### src/rtl/core_br_pkg.sv
// Shared branch-unit definitions: funct3 encodings, BHT counter type and
// the 2-bit saturating counter update used by the history table.
package core_br_pkg;

    localparam logic [2:0] F3_BEQ  = 3'b000;
    localparam logic [2:0] F3_BNE  = 3'b001;
    localparam logic [2:0] F3_BLT  = 3'b100;
    localparam logic [2:0] F3_BGE  = 3'b101;
    localparam logic [2:0] F3_BLTU = 3'b110;
    localparam logic [2:0] F3_BGEU = 3'b111;

    typedef logic [1:0] bht_cnt_t;

    localparam bht_cnt_t SNT = 2'b00;
    localparam bht_cnt_t WNT = 2'b01;
    localparam bht_cnt_t WT  = 2'b10;
    localparam bht_cnt_t ST  = 2'b11;

    function automatic bht_cnt_t sat_update(input bht_cnt_t cnt, input logic taken);
        bht_cnt_t res;
        res = cnt;
        if (taken) begin
            if (cnt != ST) begin
                res = cnt + 2'd1;
            end
        end else begin
            if (cnt != SNT) begin
                res = cnt - 2'd1;
            end
        end
        return res;
    endfunction

endpackage

### src/rtl/br_bht.sv
// Branch history table: 2-bit counters, two combinational read ports
// (fetch lookup, EX read-modify-write) and one synchronous write port.
module br_bht
    import core_br_pkg::*;
#(
    parameter int IDX_W = 6
) (
    input  logic             clk,
    input  logic             rst,
    input  logic [IDX_W-1:0] rd_a_idx,
    output bht_cnt_t         rd_a_cnt,
    input  logic [IDX_W-1:0] rd_b_idx,
    output bht_cnt_t         rd_b_cnt,
    input  logic             wr_en,
    input  logic [IDX_W-1:0] wr_idx,
    input  bht_cnt_t         wr_cnt
);

    localparam int DEPTH = 2 ** IDX_W;

    bht_cnt_t cnt_reg [DEPTH];

    // Reset initialisation of every entry rules out a RAM primitive; this is a register file.
    always_ff @(posedge clk) begin
        if (rst) begin
            for (int i = 0; i < DEPTH; i++) begin
                cnt_reg[i] <= WNT;
            end
        end else if (wr_en) begin
            cnt_reg[wr_idx] <= wr_cnt;
        end
    end

    // No write bypass: a same-cycle read sees the pre-update counter.
    assign rd_a_cnt = cnt_reg[rd_a_idx];
    assign rd_b_cnt = cnt_reg[rd_b_idx];

endmodule

### src/rtl/branch_resolve_unit.sv
// Resolves EX-stage conditional branches, trains the BHT and raises a
// registered one-cycle PC redirect whenever the fetch prediction was wrong.
module branch_resolve_unit
    import core_br_pkg::*;
#(
    parameter int IDX_W = 6,
    parameter int CNT_W = 32
) (
    input  logic             clk_i,
    input  logic             rst_i,
    input  logic [31:0]      if_pc_i,
    output logic             if_pred_taken_o,
    input  logic             ex_valid_i,
    input  logic [2:0]       ex_funct3_i,
    input  logic [31:0]      ex_pc_i,
    input  logic [31:0]      ex_target_i,
    input  logic             ex_pred_taken_i,
    output logic             ex_br_unsigned_o,
    input  logic             br_less_i,
    input  logic             br_equal_i,
    output logic             ex_taken_o,
    output logic             redirect_valid_o,
    output logic [31:0]      redirect_pc_o,
    output logic             illegal_br_o,
    output logic [CNT_W-1:0] branch_cnt_o,
    output logic [CNT_W-1:0] mispred_cnt_o
);

    logic             redirect_valid_reg;
    logic [31:0]      redirect_pc_reg;
    logic             illegal_reg;
    logic [CNT_W-1:0] branch_cnt_reg;
    logic [CNT_W-1:0] mispred_cnt_reg;

    logic             taken_raw;
    logic             f3_legal;
    logic             res;
    logic             mispred;
    logic [31:0]      fix_pc;
    bht_cnt_t         if_cnt;
    bht_cnt_t         ex_cnt;
    bht_cnt_t         ex_cnt_next;
    logic             unused_pc_bits;

    assign ex_br_unsigned_o = ex_funct3_i[1];

    always_comb begin
        taken_raw = 1'b0;
        case (ex_funct3_i)
            F3_BEQ:           taken_raw = br_equal_i;
            F3_BNE:           taken_raw = !br_equal_i;
            F3_BLT, F3_BLTU:  taken_raw = br_less_i;
            F3_BGE, F3_BGEU:  taken_raw = !br_less_i;
            default:          taken_raw = 1'b0;
        endcase
    end

    // 010 and 011 are the only unused encodings in the branch major opcode.
    assign f3_legal   = (ex_funct3_i[2:1] != 2'b01);
    assign ex_taken_o = ex_valid_i && taken_raw;

    // The instruction behind a mispredict is wrong-path and must leave no trace.
    assign res     = ex_valid_i && !redirect_valid_reg;
    assign mispred = f3_legal ? (ex_taken_o != ex_pred_taken_i) : ex_pred_taken_i;
    assign fix_pc  = (f3_legal && taken_raw) ? ex_target_i : (ex_pc_i + 32'd4);

    assign ex_cnt_next = sat_update(ex_cnt, ex_taken_o);

    br_bht #(
        .IDX_W (IDX_W)
    ) u_bht (
        .clk      (clk_i),
        .rst      (rst_i),
        .rd_a_idx (if_pc_i[IDX_W+1:2]),
        .rd_a_cnt (if_cnt),
        .rd_b_idx (ex_pc_i[IDX_W+1:2]),
        .rd_b_cnt (ex_cnt),
        .wr_en    (res && f3_legal),
        .wr_idx   (ex_pc_i[IDX_W+1:2]),
        .wr_cnt   (ex_cnt_next)
    );

    assign if_pred_taken_o = if_cnt[1];

    always_ff @(posedge clk_i) begin
        if (rst_i) begin
            redirect_valid_reg <= 1'b0;
            redirect_pc_reg    <= 32'd0;
            illegal_reg        <= 1'b0;
            branch_cnt_reg     <= '0;
            mispred_cnt_reg    <= '0;
        end else begin
            redirect_valid_reg <= res && mispred;
            illegal_reg        <= res && !f3_legal;
            if (res && mispred) begin
                redirect_pc_reg <= fix_pc;
                mispred_cnt_reg <= mispred_cnt_reg + CNT_W'(1);
            end
            if (res && f3_legal) begin
                branch_cnt_reg <= branch_cnt_reg + CNT_W'(1);
            end
        end
    end

    assign redirect_valid_o = redirect_valid_reg;
    assign redirect_pc_o    = redirect_pc_reg;
    assign illegal_br_o     = illegal_reg;
    assign branch_cnt_o     = branch_cnt_reg;
    assign mispred_cnt_o    = mispred_cnt_reg;

    assign unused_pc_bits = ^{if_pc_i[31:IDX_W+2], if_pc_i[1:0],
                              ex_pc_i[31:IDX_W+2], ex_pc_i[1:0], if_cnt[0]};

endmodule

### config.mk
export PLATFORM = sky130hd
export DESIGN_NAME = branch_resolve_unit
export DESIGN_NICKNAME = d
export VERILOG_FILES = /design/src/rtl/core_br_pkg.sv /design/src/rtl/br_bht.sv /design/src/rtl/branch_resolve_unit.sv
export SDC_FILE = /design/constraint.sdc
export NUM_CORES = 1
export LEC_CHECK = 0
export CELL_PAD_IN_SITES_DETAIL_PLACEMENT = 2
export CELL_PAD_IN_SITES_GLOBAL_PLACEMENT = 2
export CORE_MARGIN = 2
export CORE_UTILIZATION = 36
export CTS_CLUSTER_SIZE = 20
export DETAILED_ROUTE_END_ITERATION = 7
export GPL_TIMING_DRIVEN = 0
export PLACE_DENSITY_LB_ADDON = 0.15
export SYNTH_ARGS = -nofsm -noshare
export SYNTH_HDL_FRONTEND = slang
export SYNTH_SLANG_ARGS = --single-unit
### constraint.sdc
create_clock -name clk_i -period 6.5 [get_ports clk_i]
set_input_delay 1.3 -clock clk_i [delete_from_list [all_inputs] [get_ports clk_i]]
set_output_delay 1.3 -clock clk_i [all_outputs]
set_load 0.02 [all_outputs]
==> flow_metrics.py <==
metrics = {
    "synthesis": {
        "syn_area_um2": 12000,
        "syn_nets": 1366,
        "yosys.area.top_type": "edfxtp_1",
        "ys_seq_elements": 226,
        "ys_seq_area_share_pct": 48.6,
        "yosys_warnings": 0,
        "synth_top_cell_area_share_pct": 32.1,
        "synthFlopType": "edfxtp_1",
        "synth_edf_count": 128,
        "synthArstFlopShare_pct": 0,
        "syn-instance-count": 1258,
        "avgSynthCellArea_um2": 9.50,
        "yosysUniqueCellTypes": 55,
        "synth_area_leaders": "edfxtp_1 (32%), dfxtp_1 (16%), mux4_2 (6.2%)",
    },
    "global_routing": {
        "gr-usage-all-layers_pct": 29.3,
        "grt_pass1_vias": 11800,
        "met3_usage_pct": 4.40,
        "grt_use_met2_pct": 51.2,
        "busiest_layer": "met2",
        "antenna_found_initial": 0,
        "grt_pass1_wl_mm": 75.6,
        "grt_max_degree": 14,
        "overflow": 0,
        "grt_use_met1_pct": 37.0,
    },
    "critical_path": {
        "required_ns": 5.20,
        "cp_top_family": "buffers and inverters",
        "crit_chain": "clkbuf_1 -> buf_1 -> mux4_2 -> mux4_2 -> mux4_2 -> clkdlybuf4s50_1",
        "critPathKind": "in -> out",
        "cp_slowest_cell": "buf_1",
        "crit_arrival_ns": 4.97,
        "worst-path-buf-inv": 3,
        "path_max_fanout": 10,
        "max_stage_delay_ns": 0.81,
        "end_kind": "output pin",
        "cp.depth": 6,
        "path_common_cell": "mux4_2",
        "reg2reg_depth": 7,
        "cp-start-kind": "input pin",
    },
    "clocking": {
        "cts_resized": 0,
        "post_cts_buffers": 0,
        "cts.sinks": 226,
        "insertion_delay_ns": 0.56,
        "h-tree-depth": 1,
        "cts_max_path_buffers": 3,
        "hold_buffers": 0,
        "cts_tree": "done",
        "cts_root_buffer": "clkbuf_16",
        "path_clk_slew_ns": 0.06,
        "cts_buffers": 27,
    },
    "detailed_routing": {
        "vias": 11100,
        "routed_wl_mm": 50.4,
        "drc": 0,
        "vias_per_cell": 5.74,
        "drt_iter0_drc": 860,
        "ant_nets": 0,
        "wire_per_inst_um": 26.2,
        "drt_pass1_iterations": 5,
    },
    "die": {
        "floorplan.initialDensity_pct": 36.7,
        "die_x_um": 186,
        "ios": 206,
        "coreArea_um2": 32600,
        "fp.dieH_um": 186,
        "num_rows": 66,
        "die-area_um2": 34700,
    },
    "status": {
        "status": "completed",
    },
    "power": {
        "p_leak_nw": 4.92,
        "vdd_drop_max_v": 0.000193,
        "power.density_nw_per_um2": 242,
    },
    "sta": {
        "whs_ns": 0.461,
        "rsz0062_at_grt": "no",
        "final_min_period_over_clock_period_pct": 96.5,
        "max_freq_ghz": 0.159,
        "slew_viol_final": 0,
        "finalCriticalPeriod_ns": 6.27,
        "setup_violations": 0,
        "slew_headroom_pct": 4.11,
        "setup_tns_ns": 0,
        "hold_viol_final": 0,
        "tightest_slew_ns": 1.43,
        "finalClockSkew_ns": 0.00842,
    },
    "cells_and_area": {
        "layout_commonest_cell": "nand2_1",
        "drive_above_1_share_pct": 7.75,
        "antennaDiodeCount": 0,
        "layout.cells.non_filler": 1925,
        "layout_common_cells": "nand2_1 (191), nor2_1 (185), clkdlybuf4s50_1 (174)",
        "fin_nets": 1570,
        "largest_reg_flops": 128,
        "area_growth_pct": 26.8,
    },
    "flow_run": {
        "maxCapViolCount": 0,
    },
    "hold_path": {
        "holdCritPathClass": "reg -> reg",
        "hold_path_depth": 2,
    },
    "place": {
        "finalWeightedCongestion": 0.984,
        "port_buffers": 174,
        "place_inst": 1875,
        "dp_hpwl_mm": 37.2,
    },
}
==> path summary, 6_finish.rpt <==
path	startpoint	endpoint	slack [ns]
worst min-delay path	redirect_pc_o[6]$_SDFFE_PP0P_	redirect_pc_o[6]$_SDFFE_PP0P_	0.46
worst min register to register	redirect_pc_o[6]$_SDFFE_PP0P_	redirect_pc_o[6]$_SDFFE_PP0P_	0.46
worst max-delay path	if_pc_i[2]	if_pred_taken_o	0.23
worst max register to register	redirect_valid_o$_SDFF_PP0_	u_bht.cnt_reg[23][1]$_SDFFCE_PN0P_	2.72
==> cells in the mapped netlist (all sizes together), types with 7 or more instances <==
master	instances
nand2b	12
nor4	7
nand2	191
o21ai	17
nand3b	13
and4	12
xor2	48
a211oi	23
edfxtp	128
inv	13
a21oi	41
mux2i	16
clkbuf	67
nand3	116
nor2	185
and3	19
and2	10
or3	9
nand4	25
o211ai	12
dfxtp	98
xnor2	38
nor3	22
or3b	13
buf	29
mux4	33
==> cell families after synthesis <==
| logic type | after synthesis | share of synthesized area (%) |
|---|---|---|
| xor+xnor | 86 | 6.30 |
| mux | 49 | 7.56 |
| buf+inv | 111 | 4.35 |
| compound gates | 126 | 6.84 |
| fa+ha+maj | 5 | 0.513 |
| simple gates | 655 | 25.9 |
| flops | 226 | 48.6 |
==> through the flow <==
stage | power [mW] | utilization (%) | area (µm²) | setup slack [ns]
after floorplan | 1.88 | - | 12000 | 1.42
after global placement | 2.13 | 43.7 | 14300 | 0.221
after detailed placement | 2.15 | 43.8 | 14300 | 0.229
after CTS | 3.68 | 46.5 | 15200 | 0.202
after global routing | 3.79 | 46.5 | 15200 | 0.0480
final | 3.67 | 46.5 | 15200 | 0.227
==> tightest hold or removal path, stage by stage (launching register included) <==
cell and delay (ns):
dfxtp_1 0.31, nand2_1 0.05, a21oi_1 0.05
==> routing by layer <==
metal,part of all wire [%],vias up
li1,-,4894
met1,41,5644
met2,49,415
met3,6.9,104
met4,3.6,0
met5,0,-
==> power by group <==
part / total [mW] / internal, mW / switching, mW
Combinational: 0.545 / 0.197 / 0.348
Clock: 1.55 / 0.915 / 0.634
Sequential: 1.58 / 1.55 / 0.0292
Total: 3.67 / 2.66 / 1.01
==> area by class of cell <==
| class | instances | area (µm²) |
|---|---|---|
| well taps | 442 | 553 |
| clock buffers | 44 | 800 |
| fillers | 3482 | 17500 |
| plain buffers | 96 | 464 |
| inverters | 15 | 56.3 |
| repair buffers | 175 | 1750 |
| multi-input cells | 921 | 5640 |
| flip-flops and latches | 226 | 5810 |
| clock inverters | 6 | 85.1 |
(Power assumes the default switching activity.)
